## src/rtl/pipe_hazard_ctrl_pkg.sv

```systemverilog
// Shared constants for the pipeline hazard controller: RV32I opcodes, FSM state
// encodings, NOP instruction word and opcode register-usage helpers.
package pipe_hazard_ctrl_pkg;

    localparam logic [6:0] OPC_LOAD   = 7'b0000011;
    localparam logic [6:0] OPC_STORE  = 7'b0100011;
    localparam logic [6:0] OPC_BRANCH = 7'b1100011;
    localparam logic [6:0] OPC_OP     = 7'b0110011;
    localparam logic [6:0] OPC_OP_IMM = 7'b0010011;
    localparam logic [6:0] OPC_JAL    = 7'b1101111;
    localparam logic [6:0] OPC_JALR   = 7'b1100111;
    localparam logic [6:0] OPC_LUI    = 7'b0110111;
    localparam logic [6:0] OPC_AUIPC  = 7'b0010111;

    localparam logic [6:0] I_TYPE = OPC_OP_IMM;
    localparam logic [6:0] S_TYPE = OPC_STORE;
    localparam logic [6:0] B_TYPE = OPC_BRANCH;

    localparam logic [31:0] NOP_INSTR = 32'h0000_0013;

    typedef enum logic [1:0] {
        ST_RUN      = 2'b00,
        ST_MEM_WAIT = 2'b01,
        ST_FLUSH    = 2'b10
    } state_e;

    function automatic logic uses_rs1(input logic [6:0] opc);
        return !((opc == OPC_LUI) || (opc == OPC_AUIPC) || (opc == OPC_JAL));
    endfunction

    function automatic logic uses_rs2(input logic [6:0] opc);
        return (opc == OPC_OP) || (opc == OPC_STORE) || (opc == OPC_BRANCH);
    endfunction

endpackage

```

## src/rtl/pipe_hazard_ctrl_load_use_detect.sv

```systemverilog
// Combinational load-use detector: flags an ID instruction that reads the
// destination of a load currently in EX.
module load_use_detect
    import pipe_hazard_ctrl_pkg::*;
(
    input  logic [6:0] id_opcode_i,
    input  logic [4:0] id_rs1_i,
    input  logic [4:0] id_rs2_i,
    input  logic [6:0] ex_opcode_i,
    input  logic [4:0] ex_rd_i,
    input  logic       ex_valid_i,
    output logic       hazard_o
);

    logic rs1_hit;
    logic rs2_hit;
    logic ex_is_load;

    assign rs1_hit    = uses_rs1(id_opcode_i) && (id_rs1_i == ex_rd_i);
    assign rs2_hit    = uses_rs2(id_opcode_i) && (id_rs2_i == ex_rd_i);
    assign ex_is_load = ex_valid_i && (ex_opcode_i == OPC_LOAD) && (ex_rd_i != '0);
    assign hazard_o   = ex_is_load && (rs1_hit || rs2_hit);

endmodule

```

## src/rtl/pipe_hazard_ctrl.sv

```systemverilog
// Stall/flush controller for the 5-stage pipeline (load-use, redirect, dmem wait).
// Optional performance counters are enabled with `define HAZARD_PERF_CNT_EN.
module pipe_hazard_ctrl
    import pipe_hazard_ctrl_pkg::*;
#(
    parameter int unsigned FETCH_LAT = 1,
    parameter int unsigned CNT_W     = 16
) (
    input  logic             clk_i,
    input  logic             rst_n_i,
    input  logic [6:0]       id_opcode_i,
    input  logic [4:0]       id_rs1_i,
    input  logic [4:0]       id_rs2_i,
    input  logic [6:0]       ex_opcode_i,
    input  logic [4:0]       ex_rd_i,
    input  logic             ex_valid_i,
    input  logic             ex_redirect_i,
    input  logic             dmem_req_i,
    input  logic             dmem_ready_i,
    output logic             pc_stall_o,
    output logic             if_id_stall_o,
    output logic             if_id_flush_o,
    output logic             id_ex_bubble_o,
    output logic             ex_mem_stall_o,
    output logic [1:0]       state_o
`ifdef HAZARD_PERF_CNT_EN
    ,
    output logic [CNT_W-1:0] perf_lu_cnt_o,
    output logic [CNT_W-1:0] perf_flush_cnt_o,
    output logic [CNT_W-1:0] perf_mem_cnt_o
`endif
);

    localparam logic [1:0] RELOAD = 2'(FETCH_LAT);

    if ((FETCH_LAT > 3) || (CNT_W == 0)) begin : g_bad_param
        $error("pipe_hazard_ctrl: FETCH_LAT must be 0..3 and CNT_W nonzero");
    end

    state_e     state_q, state_d;
    logic [1:0] cnt_q, cnt_d;
    logic       lu_hazard;
    logic       mem_hold;

    load_use_detect u_load_use_detect (
        .id_opcode_i (id_opcode_i),
        .id_rs1_i    (id_rs1_i),
        .id_rs2_i    (id_rs2_i),
        .ex_opcode_i (ex_opcode_i),
        .ex_rd_i     (ex_rd_i),
        .ex_valid_i  (ex_valid_i),
        .hazard_o    (lu_hazard)
    );

    assign mem_hold = dmem_req_i && !dmem_ready_i;
    assign state_o  = state_q;

    always_ff @(posedge clk_i) begin
        if (!rst_n_i) begin
            state_q <= ST_RUN;
            cnt_q   <= '0;
        end else begin
            state_q <= state_d;
            cnt_q   <= cnt_d;
        end
    end

    // The redirect counter is frozen across MEM_WAIT so an interrupted flush resumes.
    always_comb begin
        state_d = state_q;
        cnt_d   = cnt_q;
        case (state_q)
            ST_RUN: begin
                if (mem_hold) begin
                    state_d = ST_MEM_WAIT;
                end else if (ex_redirect_i && (FETCH_LAT > 0)) begin
                    cnt_d   = RELOAD;
                    state_d = ST_FLUSH;
                end
            end
            ST_MEM_WAIT: begin
                if (dmem_ready_i) begin
                    state_d = (cnt_q != '0) ? ST_FLUSH : ST_RUN;
                end
            end
            ST_FLUSH: begin
                if (mem_hold) begin
                    state_d = ST_MEM_WAIT;
                end else if (ex_redirect_i) begin
                    cnt_d = RELOAD;
                end else begin
                    cnt_d = cnt_q - 2'd1;
                    if (cnt_q <= 2'd1) begin
                        state_d = ST_RUN;
                    end
                end
            end
            default: begin
                state_d = ST_RUN;
                cnt_d   = '0;
            end
        endcase
    end

    always_comb begin
        pc_stall_o     = 1'b0;
        if_id_stall_o  = 1'b0;
        if_id_flush_o  = 1'b0;
        id_ex_bubble_o = 1'b0;
        ex_mem_stall_o = 1'b0;
        case (state_q)
            ST_RUN: begin
                if (mem_hold) begin
                    pc_stall_o     = 1'b1;
                    if_id_stall_o  = 1'b1;
                    ex_mem_stall_o = 1'b1;
                end else if (ex_redirect_i) begin
                    if_id_flush_o  = 1'b1;
                    id_ex_bubble_o = 1'b1;
                end else if (lu_hazard) begin
                    pc_stall_o     = 1'b1;
                    if_id_stall_o  = 1'b1;
                    id_ex_bubble_o = 1'b1;
                end
            end
            ST_MEM_WAIT: begin
                if (!dmem_ready_i) begin
                    pc_stall_o     = 1'b1;
                    if_id_stall_o  = 1'b1;
                    ex_mem_stall_o = 1'b1;
                end
            end
            ST_FLUSH: begin
                if (mem_hold) begin
                    pc_stall_o     = 1'b1;
                    if_id_stall_o  = 1'b1;
                    ex_mem_stall_o = 1'b1;
                end else begin
                    if_id_flush_o  = 1'b1;
                    id_ex_bubble_o = ex_redirect_i;
                end
            end
            default: begin
                pc_stall_o = 1'b0;
            end
        endcase
    end

`ifdef HAZARD_PERF_CNT_EN
    logic             lu_stall;
    logic [CNT_W-1:0] lu_cnt_q;
    logic [CNT_W-1:0] flush_cnt_q;
    logic [CNT_W-1:0] mem_cnt_q;

    assign lu_stall = (state_q == ST_RUN) && !mem_hold && !ex_redirect_i && lu_hazard;

    always_ff @(posedge clk_i) begin
        if (!rst_n_i) begin
            lu_cnt_q    <= '0;
            flush_cnt_q <= '0;
            mem_cnt_q   <= '0;
        end else begin
            if (lu_stall && (lu_cnt_q != '1)) begin
                lu_cnt_q <= lu_cnt_q + CNT_W'(1);
            end
            if (if_id_flush_o && (flush_cnt_q != '1)) begin
                flush_cnt_q <= flush_cnt_q + CNT_W'(1);
            end
            if (ex_mem_stall_o && (mem_cnt_q != '1)) begin
                mem_cnt_q <= mem_cnt_q + CNT_W'(1);
            end
        end
    end

    assign perf_lu_cnt_o    = lu_cnt_q;
    assign perf_flush_cnt_o = flush_cnt_q;
    assign perf_mem_cnt_o   = mem_cnt_q;
`endif

endmodule
```

## config.mk

```make
export PLATFORM = sky130hd
export DESIGN_NAME = pipe_hazard_ctrl
export DESIGN_NICKNAME = d
export VERILOG_FILES = /design/src/rtl/pipe_hazard_ctrl_pkg.sv /design/src/rtl/pipe_hazard_ctrl_load_use_detect.sv /design/src/rtl/pipe_hazard_ctrl.sv
export SDC_FILE = /design/constraint.sdc
export NUM_CORES = 1
export LEC_CHECK = 0
export BUFFER_PORTS_ARGS = -buffer_cell sky130_fd_sc_hd__buf_2
export CORE_AREA = 4 4 41 43
export CTS_BUF_LIST = sky130_fd_sc_hd__clkbuf_8 sky130_fd_sc_hd__clkbuf_16
export CTS_CLUSTER_DIAMETER = 120
export DETAILED_ROUTE_END_ITERATION = 10
export DIE_AREA = 0 0 45 47
export HOLD_SLACK_MARGIN = 0.06
export PLACE_DENSITY = 0.78
export SLEW_MARGIN = 20
export SYNTH_ARGS = -nofsm -noshare
export SYNTH_HDL_FRONTEND = slang
export SYNTH_SLANG_ARGS = --single-unit
```

## constraint.sdc

```tcl
create_clock -name clk_i -period 3.85 [get_ports clk_i]
set_clock_uncertainty 0.2 [all_clocks]
set_input_delay 0.77 -clock clk_i [delete_from_list [all_inputs] [get_ports clk_i]]
set_output_delay 0.77 -clock clk_i [all_outputs]
set_load 0.1 [all_outputs]
```

==> impl_metrics.toml, run 1 <==
[run_status]
status = "complete, no violations"

[clock_network]
hold_buffers = 0
cts_tree = "done"
cts_resized = 0
cts_setup_buffers = 0
cts.clk_slew.worst_paths_ps = 30
cts.sinks = 4
htree_levels = 1
clock_latency_ps = 210
clockBufferDepth = 2
numCtsBuffers = 3
root_buffer = "clkbuf_8"

[global_route]
grt_pass1_wl_mm = 2.14
grtUsageTotal = 0.140
grt_remaining_overflow = 0
antenna_found_initial = 0
grt_pass1_vias = 585
grt_max_degree = 11

[timing]
fin_hold_ws_ps = 276
worst_pin_slew_ps = 492
slew_headroom = 0.674
rsz0062_at_grt = "no"
finalHoldViolCount = 0
max_freq_mhz = 298
setup_ws_ps = 494
min_period_ps = 3360
setup_viol = 0
setup_tns_ps = 0
slew_viol_final = 0
fin_crit_sh = 0.872

[final_layout]
drive_gt1_frac = 0.463
n_antenna_cell = 0
layout_common_cells = "41 x buf_2, 7 x nand2_1, 5 x xnor2_1"
seq_area_um2 = 81.3
fillerInstances = 118
final_nets = 147
stdcell_count = 123
layout_commonest_cell = "buf_2"
areaGrowthSynthToFinish_pct = 53.5
multiInputGateArea_um2 = 407

[floorplan]
initial_core_util = 0.383
fp.dieH_um = 47
io_pins = 42
die_area_um2 = 2120
core-area_um2 = 1300
std_cell_rows = 13
die_w_um = 45

[critical_path]
crit_path_cell_trace = "buf_2 -> or4b_1 -> nor4_1 -> o21ai_1 -> a21oi_1 -> a21o_2 -> buf_2"
reg2reg_slack_ps = 2440
cp_num_buf_inv = 2
crit_required_ps = 2880
critPathSlowestCell = "or4b_1"
critical-path-top-delay-family = "simple AND/OR/NAND/NOR gates"
crit_arrival_ps = 2390
cp_slowest_stage_delay_ps = 500
cp_common_cell = "buf_2"
worstSetupPathType = "primary input to primary output"
worst_setup_path_end_kind = "primary output"
critPathLaunchType = "primary input"
crit_fanout = 2

[placement]
placed_cells = 120
gp_congestion = 0.728
port-buffer-count = 41
hpwlAfterDp_mm = 1.24
pre_cts_slack_ps = 488

[synthesis]
synth_cells = 66
synth_compound_gate_area_share = 0.224
synth_top_family_by_area = "simple AND/OR/NAND/NOR gates"
syn_area_um2 = 498
synth.distinct_cells = 33
synthAdderAreaFrac = 0.0503
avgSynthCellArea_um2 = 7.55
syn_nets = 103
yosysWarnings = 0
synth-simple-area-share = 0.327
synth_seq_cells = 4
synth.area.mux_share = 0
synth_xor_area_frac = 0.191
seq_area_frac_synth = 0.161

[routing]
drt_iter0_drc = 11
routed_via_density = 5.07
drc = 0
wire_per_inst_um = 11.1
drtAntennaViolNets = 0
totalWireLength_mm = 1.36
firstDrtPassIters = 4
vias = 624

[power]
irDropWorstVdd_mv = 0.157
cellPowerDensity_nw_per_um2 = 301
p_leak_uw = 0.000360

[min_path]
hold_class = "flip-flop to flip-flop"

[flow_run]
max_cap_violations = 0
-- per-layer routing --
metal | vias to the layer above | GRT usage | wire length (µm)
met5 | - | 0 | 0
met4 | 0 | 0.0526 | 8
met3 | 2 | 0.0766 | 172
met2 | 37 | 0.260 | 675
met1 | 269 | 0.129 | 507
li1 | 316 | - | -
-- sequential cells by signal, indices dropped and copies added (netlist names) --
| register | flops |
|---|---|
| cnt_q | 2 |
| state_o | 2 |
-- cell families (layout without fill, tap and decap cells) --
logic type,after synthesis,count (layout)
simple gates,29,29
compound gates,16,16
xor+xnor,10,10
buf+inv,5,47
flops,4,4
fa+ha+maj,2,2
-- where the power goes --
part           internal, µW  switching (µW)  leakage (µW)
clock network          66.5            20.2     0.0000216
logic                  31.5            63.8      0.000305
registers              44.5            3.55     0.0000333
-- worst min-delay path, stage by stage, from the launching register on --
cell	delay [ps]
dfxtp_1	310
nand2_1	60
a21boi_1	50
-- area by class of cell --
type,count,area share
inverter,3,0.0147
tap,15,0.0245
sequential,4,0.106
multi-input combinational,57,0.532
clock buffer,3,0.0540
timing repair buffer,41,0.268
-- per-stage QoR --
step	area, µm²	utilization	total power (µW)
final	764	0.588	230
after global routing	764	0.588	247
after CTS	764	0.588	234
after detailed placement	723	0.556	144
after global placement	723	0.556	143
after floorplan	512	-	114
-- worst paths after layout --
| path | to | from | cells past startpoint |
|---|---|---|---|
| worst max-delay path | if_id_stall_o | ex_opcode_i[3] | 7 |
| worst min-delay path | cnt_q[0]$_SDFFE_PN0P_ | cnt_q[0]$_SDFFE_PN0P_ | 2 |
| worst max register to register | state_o[1]$_SDFFE_PN0P_ | state_o[1]$_SDFFE_PN0P_ | 3 |
| worst min register to register | cnt_q[0]$_SDFFE_PN0P_ | cnt_q[0]$_SDFFE_PN0P_ | 2 |
-- cell usage after synthesis --
master	number	share of area
or4_4	1	0.023
o2111ai_1	1	0.018
and3_1	1	0.013
nor2b_1	1	0.013
dfxtp_1	4	0.16
and2_0	1	0.013
nand3_1	2	0.020
a21oi_1	3	0.030
xor2_2	1	0.033
o21a_1	3	0.045
nand2b_1	2	0.025
clkbuf_2	1	0.010
nand2_1	7	0.053
nand4_1	2	0.025
o21ai_0	2	0.020
a211oi_1	1	0.015
or4b_1	1	0.020
a21o_1	2	0.030
a21boi_1	2	0.030
a211oi_2	1	0.025
or4_1	1	0.015
ha_1	2	0.050
o21ai_1	1	0.010
and2_1	1	0.013
buf_4	1	0.015
nor4_1	1	0.013
nor2_1	4	0.030
or3b_1	1	0.018
nor3b_1	1	0.015
inv_1	3	0.023
xor2_1	4	0.070
xnor2_1	5	0.088
nor3_1	2	0.020
Power figures use the tool's default switching activity.
==> inputs of run 2 (changes only) <==
==> constraint.sdc (replaced) <==
create_clock -name clk_i -period 4.3 [get_ports clk_i]
set_clock_uncertainty 0.2 [all_clocks]
set_input_delay 0.86 -clock clk_i [delete_from_list [all_inputs] [get_ports clk_i]]
set_output_delay 0.86 -clock clk_i [all_outputs]
set_load 0.1 [all_outputs]
==> impl_metrics.toml, run 2 (synthesis gave the netlist of run 1 again) <==
[final_layout]
layout_commonest_cell = "buf_2"
fillerInstances = 134
final_nets = 147
stdcell_count = 123
n_antenna_cell = 0
drive_gt1_frac = 0.444
areaGrowthSynthToFinish_pct = 53.0
layout_common_cells = "41 x buf_2, 7 x nand2_1, 5 x xnor2_1"

[timing]
finalHoldViolCount = 0
slew_viol_final = 0
worst_pin_slew_ps = 495
fin_crit_sh = 0.823
min_period_ps = 3540
slew_headroom = 0.672
max_freq_mhz = 283
rsz0062_at_grt = "no"
fin_hold_ws_ps = 275
setup_tns_ps = 0
setup_viol = 0

[flow_run]
max_cap_violations = 0

[power]
power.total_uw = 205
p_leak_uw = 0.000361
cellPowerDensity_nw_per_um2 = 269
irDropWorstVdd_mv = 0.143

[global_route]
grt_remaining_overflow = 0
antenna_found_initial = 0
grt_pass1_wl_mm = 2.25
grt_util_met2 = 0.254
grt_pass1_vias = 593
grt_max_degree = 11
use_met1 = 0.159
grtUsageTotal = 0.145
busiest_layer = "met2"
grt_use_met3 = 0.0690

[critical_path]
critPathLaunchType = "primary input"
worst_setup_path_end_kind = "primary output"
crit_arrival_ps = 2480
crit_required_ps = 3240
crit_fanout = 2
worstSetupPathType = "primary input to primary output"
reg2reg_slack_ps = 2900

[clock_network]
clockBufferDepth = 2
cts_resized = 0
htree_levels = 1
root_buffer = "clkbuf_8"
cts_setup_buffers = 0
clock_latency_ps = 210
cts.sinks = 4
cts_tree = "done"
cts.clk_slew.worst_paths_ps = 30
hold_buffers = 0
numCtsBuffers = 3

[floorplan]
core-area_um2 = 1300
fp.dieH_um = 47
initial_core_util = 0.383
io_pins = 42
std_cell_rows = 13
die_area_um2 = 2120
die_w_um = 45

[routing]
routed_via_density = 5.08
vias = 625
drtAntennaViolNets = 0
wire_per_inst_um = 10.9
drc = 0
totalWireLength_mm = 1.34
drt_iter0_drc = 6
firstDrtPassIters = 4

[run_status]
status = "complete, no violations"

[placement]
hpwlAfterDp_mm = 1.16
gp_congestion = 0.786
port-buffer-count = 41
placed_cells = 120

[min_path]
hold_class = "flip-flop to flip-flop"
[run 2: changes by cell type in the layout (fill, tap and decap cells not counted)]
cell	before	now
a21o_1	1	2
a21o_2	1	0
dfxtp_1	3	4
dfxtp_2	1	0
[run 2: path summary, 6_finish.rpt]
check	start	endpoint	cells past startpoint
min reg2reg	cnt_q[0]$_SDFFE_PN0P_	cnt_q[0]$_SDFFE_PN0P_	2
max	ex_opcode_i[3]	if_id_stall_o	7
min	cnt_q[0]$_SDFFE_PN0P_	cnt_q[0]$_SDFFE_PN0P_	2
max reg2reg	cnt_q[0]$_SDFFE_PN0P_	cnt_q[1]$_SDFFE_PN0P_	6
[run 2: per-layer routing]
metal	share of wire	routed length, µm	up-vias
li1	-	-	322
met1	0.38	504	267
met2	0.49	650	34
met3	0.12	167	2
met4	0.013	18	0
met5	0	0	-
[run 2: power breakdown]
part | leakage [µW] | switching (µW) | internal (µW)
clock | 0.0000216 | 17.3 | 59.5
combinational | 0.000307 | 57.1 | 28.2
sequential | 0.0000329 | 3.16 | 39.7
[run 2: cell type report]
class / count / area, µm² / area share
clock buffer: 3 / 41.3 / 0.0542
inverter: 3 / 11.3 / 0.0148
multi-input combinational: 57 / 405 / 0.532
sequential: 4 / 80.1 / 0.105
tap: 15 / 18.8 / 0.0246
timing repair buffer: 41 / 205 / 0.269
[run 2: critical path: stages]
cell     delay, ps
buf_2           90
or4b_1         500
nor4_1         170
o21ai_1        130
a21oi_1        150
a21o_1         140
buf_2          420
[run 2: metrics by stage]
step                      instance area (µm²)  setup WS (ps)  utilization
after CTS                                 762            729        0.586
after global placement                    721            759        0.554
after detailed placement                  721            723        0.554
final                                     762            763        0.586
after global routing                      762            614        0.586
after floorplan                           509            211            -
==> inputs of run 3 (changes only) <==
--- a/config.mk
+++ b/config.mk
@@ -6,11 +6,11 @@
 export NUM_CORES = 1
 export LEC_CHECK = 0
 export BUFFER_PORTS_ARGS = -buffer_cell sky130_fd_sc_hd__buf_2
-export CORE_AREA = 4 4 41 43
+export CORE_MARGIN = 4
+export CORE_UTILIZATION = 37
 export CTS_BUF_LIST = sky130_fd_sc_hd__clkbuf_8 sky130_fd_sc_hd__clkbuf_16
 export CTS_CLUSTER_DIAMETER = 120
 export DETAILED_ROUTE_END_ITERATION = 10
-export DIE_AREA = 0 0 45 47
 export HOLD_SLACK_MARGIN = 0.06
 export PLACE_DENSITY = 0.78
 export SLEW_MARGIN = 20
==> constraint.sdc (replaced) <==
create_clock -name clk_i -period 3.35 [get_ports clk_i]
set_clock_uncertainty 0.2 [all_clocks]
set_input_delay 0.67 -clock clk_i [delete_from_list [all_inputs] [get_ports clk_i]]
set_output_delay 0.67 -clock clk_i [all_outputs]
set_load 0.1 [all_outputs]
==> impl_metrics.toml, run 3 (synthesis gave the netlist of run 1 again) <==
[run_status]
status = "complete, no violations"

[global_route]
grt_pass1_vias = 649
grt_pass1_wl_mm = 2.43
grtUsageTotal = 0.161
antenna_found_initial = 0
grt_max_degree = 11
grt_remaining_overflow = 0

[timing]
max_freq_mhz = 327
worst_pin_slew_ps = 485
rsz0062_at_grt = "no"
slew_viol_final = 0
setup_viol = 0
fin_crit_sh = 0.914
slew_headroom = 0.679
setup_ws_ps = 288
setup_tns_ps = 0
fin_hold_ws_ps = 292
min_period_ps = 3060
finalHoldViolCount = 0

[clock_network]
clockBufferDepth = 2
hold_buffers = 0
clock_latency_ps = 220
cts_setup_buffers = 0
cts_resized = 0
htree_levels = 1
root_buffer = "clkbuf_8"
numCtsBuffers = 3
cts.sinks = 4
cts.clk_slew.worst_paths_ps = 30
cts_tree = "done"

[routing]
drt_iter0_drc = 11
drc = 0
vias = 614
totalWireLength_mm = 1.50
firstDrtPassIters = 4
routed_via_density = 5.03
drtAntennaViolNets = 0
wire_per_inst_um = 12.3

[floorplan]
die_w_um = 44.7
die_area_um2 = 2000
fp.dieH_um = 44.7
core-area_um2 = 1190
initial_core_util = 0.420
io_pins = 42
std_cell_rows = 12

[placement]
hpwlAfterDp_mm = 1.34
port-buffer-count = 41
pre_cts_slack_ps = 285
gp_congestion = 0.779

[final_layout]
drive_gt1_frac = 0.463
final_nets = 147
n_antenna_cell = 0
layout_common_cells = "38 x buf_2, 7 x nand2_1, 5 x xnor2_1"
post-route-util = 0.687
areaGrowthSynthToFinish_pct = 63.6
fillerInstances = 99
layout_commonest_cell = "buf_2"

[critical_path]
crit_arrival_ps = 2190
r2r_end = "cnt_q[1]$_SDFFE_PN0P_"
worst_setup_path_end_kind = "primary output"
r2r-start = "cnt_q[0]$_SDFFE_PN0P_"
reg2reg_slack_ps = 1940
reg2reg_depth = 6
critPathLaunchType = "primary input"
crit_fanout = 2
worstSetupPathType = "primary input to primary output"
crit_required_ps = 2480

[power]
irDropWorstVdd_mv = 0.223
p_leak_uw = 0.000373
cellPowerDensity_nw_per_um2 = 340

[min_path]
hold_depth = 2
min_to = "cnt_q[0]$_SDFFE_PN0P_"
hold_class = "flip-flop to flip-flop"
worstHoldStart = "cnt_q[0]$_SDFFE_PN0P_"

[flow_run]
max_cap_violations = 0
-- run 3: final cells by class --
class	count	area, µm²	share of cell area
Tap cell	14	17.5	0.0215
Sequential cell	4	81.3	0.0998
Multi-Input combinational cell	57	413	0.507
Inverter	3	11.3	0.0138
Clock buffer	3	41.3	0.0507
Timing Repair Buffer	41	250	0.307
-- run 3: power by group --
part / internal, µW / leakage, µW / switching [µW] / total (µW)
registers: 51.1 / 0.0000333 / 4.26 / 55.3
clock network: 76.6 / 0.0000216 / 24.7 / 101
logic: 45.0 / 0.000318 / 75.5 / 121
total: 173 / 0.000373 / 105 / 277
-- run 3: worst max-delay path by stage --
stage                           to  slack (ps)  cells after the start                     from
global route        id_ex_bubble_o         120                      7           ex_opcode_i[3]
CTS                 id_ex_bubble_o         270                      7           ex_opcode_i[3]
finish              id_ex_bubble_o         290                      7           ex_opcode_i[3]
floorplan               pc_stall_o          20                      5  state_o[1]$_SDFFE_PN0P_
detailed placement  id_ex_bubble_o         290                      7           ex_opcode_i[3]
global placement        pc_stall_o         350                      7           ex_opcode_i[3]
-- run 3: routing by layer --
metal | part of all wire | global-route usage
met3 | 0.057 | 0.0407
met2 | 0.51 | 0.298
met5 | 0 | 0
met4 | 0 | 0.0361
met1 | 0.43 | 0.182
-- run 3: stage by stage --
step                      total power (µW)  cell area [µm²]  cells
after floorplan                        132              518     66
after global placement                 175              773    119
after detailed placement               177              773    119
after CTS                              279              815    122
after global routing                   291              815    122
final                                  277              815    122
-- run 3: worst max-delay path: stages --
cell      delay, ps
buf_2            90
or4b_1          520
nor4_1          220
o21ai_1         150
a211oi_2        160
o21a_1          190
buf_12          190
